$ cat src/rtl/pi_spi_bridge.sv
// pi_spi_bridge: SPI slave (mode 0, oversampled) to request/ack bus bridge.
// Command + LSB-first address framing, burst writes/reads, status read.
`timescale 1ns/1ps
module pi_spi_bridge #(
  parameter int         ADDR_BYTES = 4,
  parameter logic [7:0] CMD_WR     = 8'hA0,
  parameter logic [7:0] CMD_RD     = 8'hA1,
  parameter logic [7:0] CMD_WR_FIX = 8'hA2,
  parameter logic [7:0] CMD_RD_FIX = 8'hA3,
  parameter logic [7:0] CMD_STAT   = 8'hA4,
  localparam int        AW         = 8 * ADDR_BYTES
) (
  input  logic          clk,
  input  logic          rst,
  input  logic          spi_clk,
  input  logic          ss,
  input  logic          mosi,
  output logic          miso,
  output logic          miso_oe,
  output logic [AW-1:0] bus_addr,
  output logic [7:0]    bus_dato,
  input  logic [7:0]    bus_dati,
  output logic          bus_req,
  output logic          bus_we,
  input  logic          bus_ack,
  output logic          frame_act
);

  typedef enum logic [1:0] {
    PH_CMD,
    PH_ADDR,
    PH_DATA,
    PH_IGN
  } phase_e;

  logic [1:0] sck_sync_q;
  logic [1:0] ss_sync_q;
  logic [1:0] mosi_sync_q;
  logic       sck_prev_q;

  // Two-flop synchronisers plus previous-SCK flop for edge detection
  always_ff @(posedge clk) begin
    if (rst) begin
      sck_sync_q  <= 2'b00;
      ss_sync_q   <= 2'b11;
      mosi_sync_q <= 2'b00;
      sck_prev_q  <= 1'b0;
    end else begin
      sck_sync_q  <= {sck_sync_q[0], spi_clk};
      ss_sync_q   <= {ss_sync_q[0], ss};
      mosi_sync_q <= {mosi_sync_q[0], mosi};
      sck_prev_q  <= sck_sync_q[1];
    end
  end

  logic sck_s, ss_s, mosi_s;
  logic sck_rise, sck_fall;

  assign sck_s    = sck_sync_q[1];
  assign ss_s     = ss_sync_q[1];
  assign mosi_s   = mosi_sync_q[1];
  assign sck_rise = sck_s & ~sck_prev_q;
  assign sck_fall = ~sck_s & sck_prev_q;

  phase_e        phase_q, phase_d;
  logic [2:0]    bit_ctr_q, bit_ctr_d;
  logic [1:0]    byte_ctr_q, byte_ctr_d;
  logic [7:0]    cmd_q, cmd_d;
  logic [7:0]    sin_q, sin_d;
  logic [7:0]    sout_q, sout_d;
  logic [AW-1:0] addr_sh_q, addr_sh_d;
  logic [AW-1:0] addr_q, addr_d;
  logic [7:0]    dato_q, dato_d;
  logic          req_q, req_d;
  logic          we_q, we_d;
  logic          inc_q, inc_d;
  logic          ovf_q, ovf_d;
  logic [6:0]    unk_q, unk_d;
  logic [7:0]    rd_buf_q, rd_buf_d;
  logic          buf_vld_q, buf_vld_d;
  logic          load_pend_q, load_pend_d;
  logic          alp_q, alp_d;
  logic          frame_act_q, frame_act_d;

  logic [7:0] byte_in;
  logic       byte_done;
  logic       is_wr, is_rd;
  logic       cmd_known;

  assign byte_in   = {sin_q[6:0], mosi_s};
  assign byte_done = sck_rise && (bit_ctr_q == 3'd7);
  assign is_wr     = (cmd_q == CMD_WR) || (cmd_q == CMD_WR_FIX);
  assign is_rd     = (cmd_q == CMD_RD) || (cmd_q == CMD_RD_FIX);
  assign cmd_known = (byte_in == CMD_WR) || (byte_in == CMD_RD) ||
                     (byte_in == CMD_WR_FIX) || (byte_in == CMD_RD_FIX);

  // Next-state: bus ack first, then SPI framing, then deferred address load
  always_comb begin
    phase_d     = phase_q;
    bit_ctr_d   = bit_ctr_q;
    byte_ctr_d  = byte_ctr_q;
    cmd_d       = cmd_q;
    sin_d       = sin_q;
    sout_d      = sout_q;
    addr_sh_d   = addr_sh_q;
    addr_d      = addr_q;
    dato_d      = dato_q;
    req_d       = req_q;
    we_d        = we_q;
    inc_d       = inc_q;
    ovf_d       = ovf_q;
    unk_d       = unk_q;
    rd_buf_d    = rd_buf_q;
    buf_vld_d   = buf_vld_q;
    load_pend_d = load_pend_q;
    alp_d       = alp_q;
    frame_act_d = ~ss_s;

    if (req_q && bus_ack) begin
      req_d = 1'b0;
      if (inc_q) addr_d = addr_q + AW'(1);
      if (!we_q) begin
        rd_buf_d  = bus_dati;
        buf_vld_d = 1'b1;
      end
    end

    if (ss_s) begin
      phase_d     = PH_CMD;
      bit_ctr_d   = 3'd0;
      byte_ctr_d  = 2'd0;
      cmd_d       = 8'h00;
      sin_d       = 8'h00;
      sout_d      = 8'hFF;
      load_pend_d = 1'b0;
      alp_d       = 1'b0;
      buf_vld_d   = 1'b0;
    end else if (sck_rise) begin
      sin_d     = byte_in;
      bit_ctr_d = bit_ctr_q + 3'd1;
      if (byte_done) begin
        unique case (phase_q)
          PH_CMD: begin
            cmd_d = byte_in;
            if (cmd_known) begin
              phase_d = PH_ADDR;
            end else if (byte_in == CMD_STAT) begin
              phase_d     = PH_IGN;
              load_pend_d = 1'b1;
            end else begin
              phase_d = PH_IGN;
              if (unk_q != 7'h7F) unk_d = unk_q + 7'd1;
            end
          end
          PH_ADDR: begin
            for (int i = 0; i < ADDR_BYTES; i++) begin
              if (byte_ctr_q == 2'(i)) addr_sh_d[8*i +: 8] = byte_in;
            end
            if (byte_ctr_q == 2'(ADDR_BYTES - 1)) begin
              phase_d = PH_DATA;
              alp_d   = 1'b1;
            end else begin
              byte_ctr_d = byte_ctr_q + 2'd1;
            end
          end
          PH_DATA: begin
            if (is_wr) begin
              if (req_d || alp_q) begin
                ovf_d = 1'b1;
              end else begin
                dato_d = byte_in;
                req_d  = 1'b1;
                we_d   = 1'b1;
                inc_d  = (cmd_q == CMD_WR);
              end
            end else if (is_rd) begin
              load_pend_d = 1'b1;
            end
          end
          default: ;
        endcase
      end
    end else if (sck_fall) begin
      if (load_pend_q) begin
        load_pend_d = 1'b0;
        if (cmd_q == CMD_STAT) begin
          sout_d = {ovf_q, unk_q};
          ovf_d  = 1'b0;
          unk_d  = 7'd0;
        end else begin
          if (buf_vld_d) begin
            sout_d    = rd_buf_d;
            buf_vld_d = 1'b0;
          end else begin
            sout_d = 8'hFF;
            ovf_d  = 1'b1;
          end
          if (!req_d && !alp_q) begin
            req_d = 1'b1;
            we_d  = 1'b0;
            inc_d = (cmd_q == CMD_RD);
          end
        end
      end else begin
        sout_d = {sout_q[6:0], 1'b1};
      end
    end

    // First request of a frame waits until the bus is free
    if (alp_d && !req_d) begin
      addr_d = addr_sh_d;
      alp_d  = 1'b0;
      if (is_rd) begin
        req_d = 1'b1;
        we_d  = 1'b0;
        inc_d = (cmd_q == CMD_RD);
      end
    end
  end

  // State register with synchronous reset
  always_ff @(posedge clk) begin
    if (rst) begin
      phase_q     <= PH_CMD;
      bit_ctr_q   <= 3'd0;
      byte_ctr_q  <= 2'd0;
      cmd_q       <= 8'h00;
      sin_q       <= 8'h00;
      sout_q      <= 8'hFF;
      addr_sh_q   <= '0;
      addr_q      <= '0;
      dato_q      <= 8'h00;
      req_q       <= 1'b0;
      we_q        <= 1'b0;
      inc_q       <= 1'b0;
      ovf_q       <= 1'b0;
      unk_q       <= 7'd0;
      rd_buf_q    <= 8'h00;
      buf_vld_q   <= 1'b0;
      load_pend_q <= 1'b0;
      alp_q       <= 1'b0;
      frame_act_q <= 1'b0;
    end else begin
      phase_q     <= phase_d;
      bit_ctr_q   <= bit_ctr_d;
      byte_ctr_q  <= byte_ctr_d;
      cmd_q       <= cmd_d;
      sin_q       <= sin_d;
      sout_q      <= sout_d;
      addr_sh_q   <= addr_sh_d;
      addr_q      <= addr_d;
      dato_q      <= dato_d;
      req_q       <= req_d;
      we_q        <= we_d;
      inc_q       <= inc_d;
      ovf_q       <= ovf_d;
      unk_q       <= unk_d;
      rd_buf_q    <= rd_buf_d;
      buf_vld_q   <= buf_vld_d;
      load_pend_q <= load_pend_d;
      alp_q       <= alp_d;
      frame_act_q <= frame_act_d;
    end
  end

  assign miso      = sout_q[7];
  assign miso_oe   = frame_act_q;
  assign frame_act = frame_act_q;
  assign bus_addr  = addr_q;
  assign bus_dato  = dato_q;
  assign bus_req   = req_q;
  assign bus_we    = we_q;

endmodule

$ cat config.mk
export PLATFORM = sky130hd
export DESIGN_NAME = pi_spi_bridge
export DESIGN_NICKNAME = d
export VERILOG_FILES = /design/src/rtl/pi_spi_bridge.sv
export SDC_FILE = /design/constraint.sdc
export NUM_CORES = 1
export LEC_CHECK = 0
export BUFFER_PORTS_ARGS = -buffer_cell sky130_fd_sc_hd__buf_4
export CORE_UTILIZATION = 46
export DETAILED_ROUTE_END_ITERATION = 10
export PLACE_DENSITY = 0.73
export SYNTH_ARGS = -nofsm -noshare
export SYNTH_HDL_FRONTEND = slang
export SYNTH_SLANG_ARGS = --single-unit
$ cat constraint.sdc
create_clock -name clk -period 2.2 [get_ports clk]
set_input_delay 0.44 -clock clk [delete_from_list [all_inputs] [get_ports clk]]
set_output_delay 0.44 -clock clk [all_outputs]
set_load 0.1 [all_outputs]
-- Word level (Yosys, flattened, before mapping)
Index checks and enable logic that the tools add are counted.
- bits in registers: 132
- input port bits: 14
- output and inout bits: 45
- logic and storage cells: 192
- add/subtract/negate cells: 4
- equality and inequality tests: 32
- multiplexer cells: 93
- bitwise gates (word level): 8
- reductions and logical operators: 32
- operators with widths (cell ; number):
    32-bit 2-to-1 mux ; 7
    8-bit == test (second input constant) ; 10
    8-bit 2-to-1 mux ; 9
    1-bit 2-to-1 mux ; 64
    7-bit 2-to-1 mux ; 9
    32-bit by 1-bit adder with 32-bit output (second input constant) ; 1
    2-bit by 1-bit != test with 1-bit output (second input constant) ; 6
    3-bit != test (second input constant) ; 4
    2-bit nonzero test ; 6
    9-bit AND reduction ; 1
    4-bit AND reduction ; 2
    8-bit AND reduction ; 1
    7-bit by 1-bit adder with 7-bit output (second input constant) ; 1
    7-bit != test (second input constant) ; 1
    7-bit AND reduction ; 1
    2-bit == test (second input constant) ; 3
    1-bit logical OR ; 6
    2-bit != test (second input constant) ; 3
    1-bit NOT ; 6
    6-bit AND reduction ; 1
    2-bit by 1-bit == test with 1-bit output (second input constant) ; 2
    1-bit logical AND ; 4
    2-bit zero test ; 2
    2-bit 2-to-1 mux ; 2
    12 further kinds ; 17

-- Longest topological paths before layout
- depth in word-level cells: 14
- depth in mapped cells: 9
- gate-level depth less buffers: 7

-- Least setup slack after synthesis
No wires, ideal clock.
- path type: register to register
- start point: reg addr_q[0] (netlist: bus_addr[0])
- end point: reg addr_q[22] (netlist: bus_addr[22])
- arrival time: 2.645 ns
- required time: 2.083 ns
- path slack: -0.561 ns
- cell stages (with the launch flop): 7
- buffers on the path: 0
- clock period less this slack: 2.761 ns
- cell sequence: dfxtp_1 ha_1 nand4_1 nor4_1 nand4_1 xnor2_1 a22o_1
- word-level cells in the longest chain between the ends: 4
- ends and longest elaborated chain (what ; line ; text):
    start, declared ; 72 ; logic [AW-1:0] addr_q, addr_d;
    start signal, assigned ; 251 ; addr_q <= addr_d;
    32-bit by 1-bit adder with 32-bit output ; 121 ; if (inc_q) addr_d = addr_q + AW'(1);
    32-bit 2-to-1 mux ; 121 ;
    32-bit 2-to-1 mux ; 119 ; if (req_q && bus_ack) begin
    32-bit 2-to-1 mux ; 210 ; if (alp_d && !req_d) begin
Every way passes these cells. The select of a mux whose other input is x is not followed.
A chain may end at the register's enable or synchronous reset.

-- Final worst setup path
- start point: reg sck_prev_q
- end point: reg addr_q[27] (netlist: bus_addr[27])
- word-level cells in the longest chain between the ends: 10
- elaborated cells between the ends (all ways): 20
- those cells by class: mux (11); bitwise (3); reduce/logical (6)
- ends and longest elaborated chain (what ; line ; text):
    start, declared ; 39 ; logic sck_prev_q;
    start signal, assigned ; 52 ; sck_prev_q <= sck_sync_q[1];
    1-bit NOT (*) ; 62 ; assign sck_rise = sck_s & ~sck_prev_q;
    1-bit bitwise AND (*) ; 62 ;
    named net sck_rise ; 57 ; logic sck_rise, sck_fall;
    1-bit logical AND ; 91 ; assign byte_done = sck_rise && (bit_ctr_q == 3'd7);
    1-bit 2-to-1 mux ; 141 ; if (byte_done) begin
    1-bit 2-to-1 mux ; 138 ; end else if (sck_rise) begin
    1-bit 2-to-1 mux ; 128 ; if (ss_s) begin
    1-bit zero test ; 210 ;
    1-bit logical AND ; 210 ;
    2-bit nonzero test (no line) ; n/a ;
    2-bit AND reduction (no line) ; n/a ;
The timed path passes the listed nets; every way through them passes the cells marked *.

==> metrics.md <==
| Metric | Value |
|---|---|
| First-pass GRT wire length | 25030 µm |
| Die H | 116.7 µm |
| Antenna viol nets, final | 0 |
| DR WL/cell | between 15 and 20 µm |
| IO Count | around 60 |
| Max incr delay on CP | 330 ps |
| CP arrival | 2400 ps |
| Max Slew Vio Count | 0 |
| RR Endpoint | bus_addr[27] |
| Critical setup path kind | reg -> reg |
| CTS tree | built |
| DR vias | between 5000 and 6000 |
| Syn_area_per_cell | 9.093 µm² |
| Syn nets | 690 |
| Worst Min Path Start | ss |
| DIE WIDTH | 116.7 µm |
| Crit start category | flop |
| DR DRC count | 0 |
| Inst Count DP | 880 |
| Relative slew slack | ~62% |
| Worst Clk Skew | about 6.2 ps |
| Core Util, Final | 58.43% |
| Sequential area share after synthesis | a little over two fifths |
| Area of the multi-input gates | 3167 µm² |
| Peak VDD IR | 0.5255 mV |
| DP HPWL | 10500 µm |
| Final wirelength | 15620 µm |
| Final nets | 753 |
| Total clock sinks | 132 |
| FF-to-FF path depth | 9 |
| Pin count of the biggest net entering global routing | 37 |
| Worst EP required | 2510 ps |
| Ys Warns | 0 |
| Clk_lat worst skew | 420 ps |
| Synth cell types | 63 |
| Fin crit period | 2093 ps |
| Cell Area, Synth | 6047 µm² |
| Delay-heaviest family, CP | simple AND/OR/NAND/NOR gates |
| Layout cells sized above 1 | a little under a quarter |
| Bufs and invs on worst path | 3 |
| Commonest non-fill, non-tap cell in the layout | dfxtp_1 |
| Crit Path Max Fanout | 13 |
| Starting Density | a little under half |
| Bufs on Longest Clock Path | 2 |
| Register Area | 2669 µm² |
| Most frequent cells in the layout | dfxtp_1 (111), buf_4 (87), nor2_1 (75) |
| Critical path, cell by cell | inv_1 > ha_2 > buf_6 > nor2b_1 > and3_1 > buf_12 > mux2i_1 > nor2_1 > a22o_1 |
| Final Hold Vio Count | 0 |
| Worst path slowest cell | dfxtp_1 |
| #FFs+latches synth | around 130 |
| Core Region | between 10000 and 15000 µm² |
| Overall Global Routing Usage | 24.29% |
| Unrepaired setup endpoints after global routing | false |
| Hold EP | ss_sync_q[0] |
| Antenna cells | 0 |
| Syn Inst Count | 665 |
| # port buffers | 58 |
| Routability Congestion | roughly 0.9 |
| Clock Tree Root | clkbuf_16 |
| Hold path cells | 2 |
| Vias in the first global route | 4894 |
| Die area | 13610 µm² |
| Non-Filler Instances | 913 |
| EDFF count, synth | 0 |
| Tcrit/Tclk final | 95.12% |
| H-tree depth | 4 |
| Total Neg Setup Slack | 0 ps |
| CTS Hold Bufs | 0 |
| Reg clk slew, reported paths | 60 ps |
| Initial antenna violation count | 0 |
| Hold/Removal Path Class | in -> reg |
| Worst Max-Slew Pin Slew | 566.7 ps |
| Pwr dens | slightly above 700 nW/µm² |
| Crit end category | flop |
| P_leak | 2.803 nW |
| FFs w/ async S/R, synth | 0% |
| DR vias/cell | 5.639 |
| First DRT Iteration DRCs | 369 |
| Post-synth top flop | dfxtp_1 |
| FF-to-FF setup slack | 110 ps |
| Area Growth Syn to Fin | 22.93% |
| RR Startpoint | sck_prev_q |
| TritonRoute pass-1 iters | 6 |
| Filler cells | 1088 |
| # setup viols final | 0 |
| Total power | 5.277 mW |
| Max Clock Freq | 477.9 MHz |
| Row Count | between 40 and 50 |
| Num CTS Buffers | 17 |
| Status | finished clean |
| Congestion Overflow GR | 0 |
| Max_cap viols | 0 |
## cell usage after synthesis (3+ instances only)
| master | instances | area [µm²] |
|---|---|---|
| nor4_1 | 8 | 50.05 |
| ha_1 | 11 | 137.6 |
| nor3b_1 | 4 | 30.03 |
| nand2b_1 | 3 | 18.77 |
| nand3b_1 | 3 | 22.52 |
| a22o_1 | 13 | 113.9 |
| buf_2 | 10 | 50.05 |
| clkbuf_1 | 30 | 112.6 |
| o41ai_1 | 7 | 61.31 |
| a211oi_1 | 9 | 67.56 |
| and4b_1 | 3 | 30.03 |
| a21o_1 | 11 | 82.58 |
| or2_2 | 5 | 31.28 |
| dfxtp_1 | 132 | 2643 |
| nand3_1 | 18 | 90.09 |
| nor2b_1 | 9 | 56.30 |
| buf_1 | 4 | 15.01 |
| and2_1 | 6 | 37.54 |
| a31oi_1 | 11 | 68.82 |
| o21ai_0 | 15 | 75.07 |
| or3_1 | 4 | 25.02 |
| mux2i_1 | 59 | 590.6 |
| nand2_1 | 45 | 168.9 |
| nor2_1 | 75 | 281.5 |
| nand4_1 | 19 | 118.9 |
| a21oi_1 | 27 | 135.1 |
| nor3_1 | 19 | 95.09 |
| o22ai_1 | 7 | 43.79 |
| and4_1 | 4 | 35.03 |
| and3_1 | 8 | 50.05 |
| xor2_1 | 9 | 78.83 |
| inv_1 | 18 | 67.56 |
| xnor2_1 | 23 | 201.4 |
## worst register-to-register path, cell delays in order, from the launching register on
cell	delay (ps)
dfxtp_1	330
inv_1	60
ha_2	280
buf_6	210
nor2b_1	180
and3_1	230
buf_12	140
mux2i_1	240
nor2_1	100
a22o_1	220
## sequential cells by signal, summed over array words and instances (netlist names)
register	cells
addr_sh_q	32
bus_addr	32
bus_dato	8
cmd_q	8
rd_buf_q	8
sout_q	8
sin_q	7
unk_q	7
bit_ctr_q	3
byte_ctr_q	2
mosi_sync_q	2
phase_q	2
sck_sync_q	2
ss_sync_q	2
alp_q	1
buf_vld_q	1
bus_req	1
bus_we	1
frame_act	1
inc_q	1
load_pend_q	1
ovf_q	1
sck_prev_q	1
## report_power, final
group / switching, mW / internal, mW / leakage (nW)
combinational: 0.0737 / 0.0455 / 1.45
sequential: 0.00508 / 2.40 / 1.08
clock: 1.08 / 1.67 / 0.277
total: 1.16 / 4.12 / 2.80
## layer usage
metal	vias up	wire length, µm	track usage [%]
met1	2451	6886	30.81
met3	29	931	5.605
met2	182	7379	39.76
met5	-	0	0
li1	2486	-	-
met4	0	424	10.04
## kinds of logic after synthesis
logic type / share of synthesized area [%]
DFF: 43.70
AOI/OAI and AO/OA: 13.26
buffers and inverters: 4.759
and+or+nand+nor: 21.60
adders and majority gates: 2.276
xor gates and xnor gates: 4.635
muxes: 9.766
## how the worst max path moves through the flow
stage	end	start	slack, ps	depth (start not counted)
6_report	bus_addr[27]	sck_prev_q	110	9
5_1_grt	bus_addr[19]	bit_ctr_q[0]	20	8
4_1_cts	bus_addr[27]	sck_prev_q	1	9
3_5_place_dp	unk_q[4]	sck_prev_q	60	6
3_3_place_gp	bus_addr[25]	sck_prev_q	130	9
2_1_floorplan	bus_addr[22]	bus_addr[0]	4	6
## layout make-up
cell class / instances / share of cell area (%)
Inverter: 18 / 0.9089
Clock inverter: 11 / 1.363
Timing Repair Buffer: 93 / 9.864
Sequential cell: 132 / 35.90
Tap cell: 172 / 2.895
Clock buffer: 21 / 6.464
Multi-Input combinational cell: 466 / 42.60
## stage by stage
| step | area (µm²) | setup slack (ps) | hold slack [ps] |
|---|---|---|---|
| after floorplan | 6080 | 4.261 | 389.5 |
| after global routing | 7433 | 24.47 | 208.6 |
| after global placement | 6784 | 132.4 | 401.7 |
| after detailed placement | 6784 | 61.04 | 418.8 |
| after CTS | 7366 | 1.458 | 201.4 |
| final | 7433 | 107.4 | 212.5 |
## repair_timing
item | 4_1_cts | 5_1_grt
gates resized for setup | 0 | 14
setup buffers | 0 | 1
endpoints found under the setup margin | 0 | 49
(Power assumes the default switching activity.)
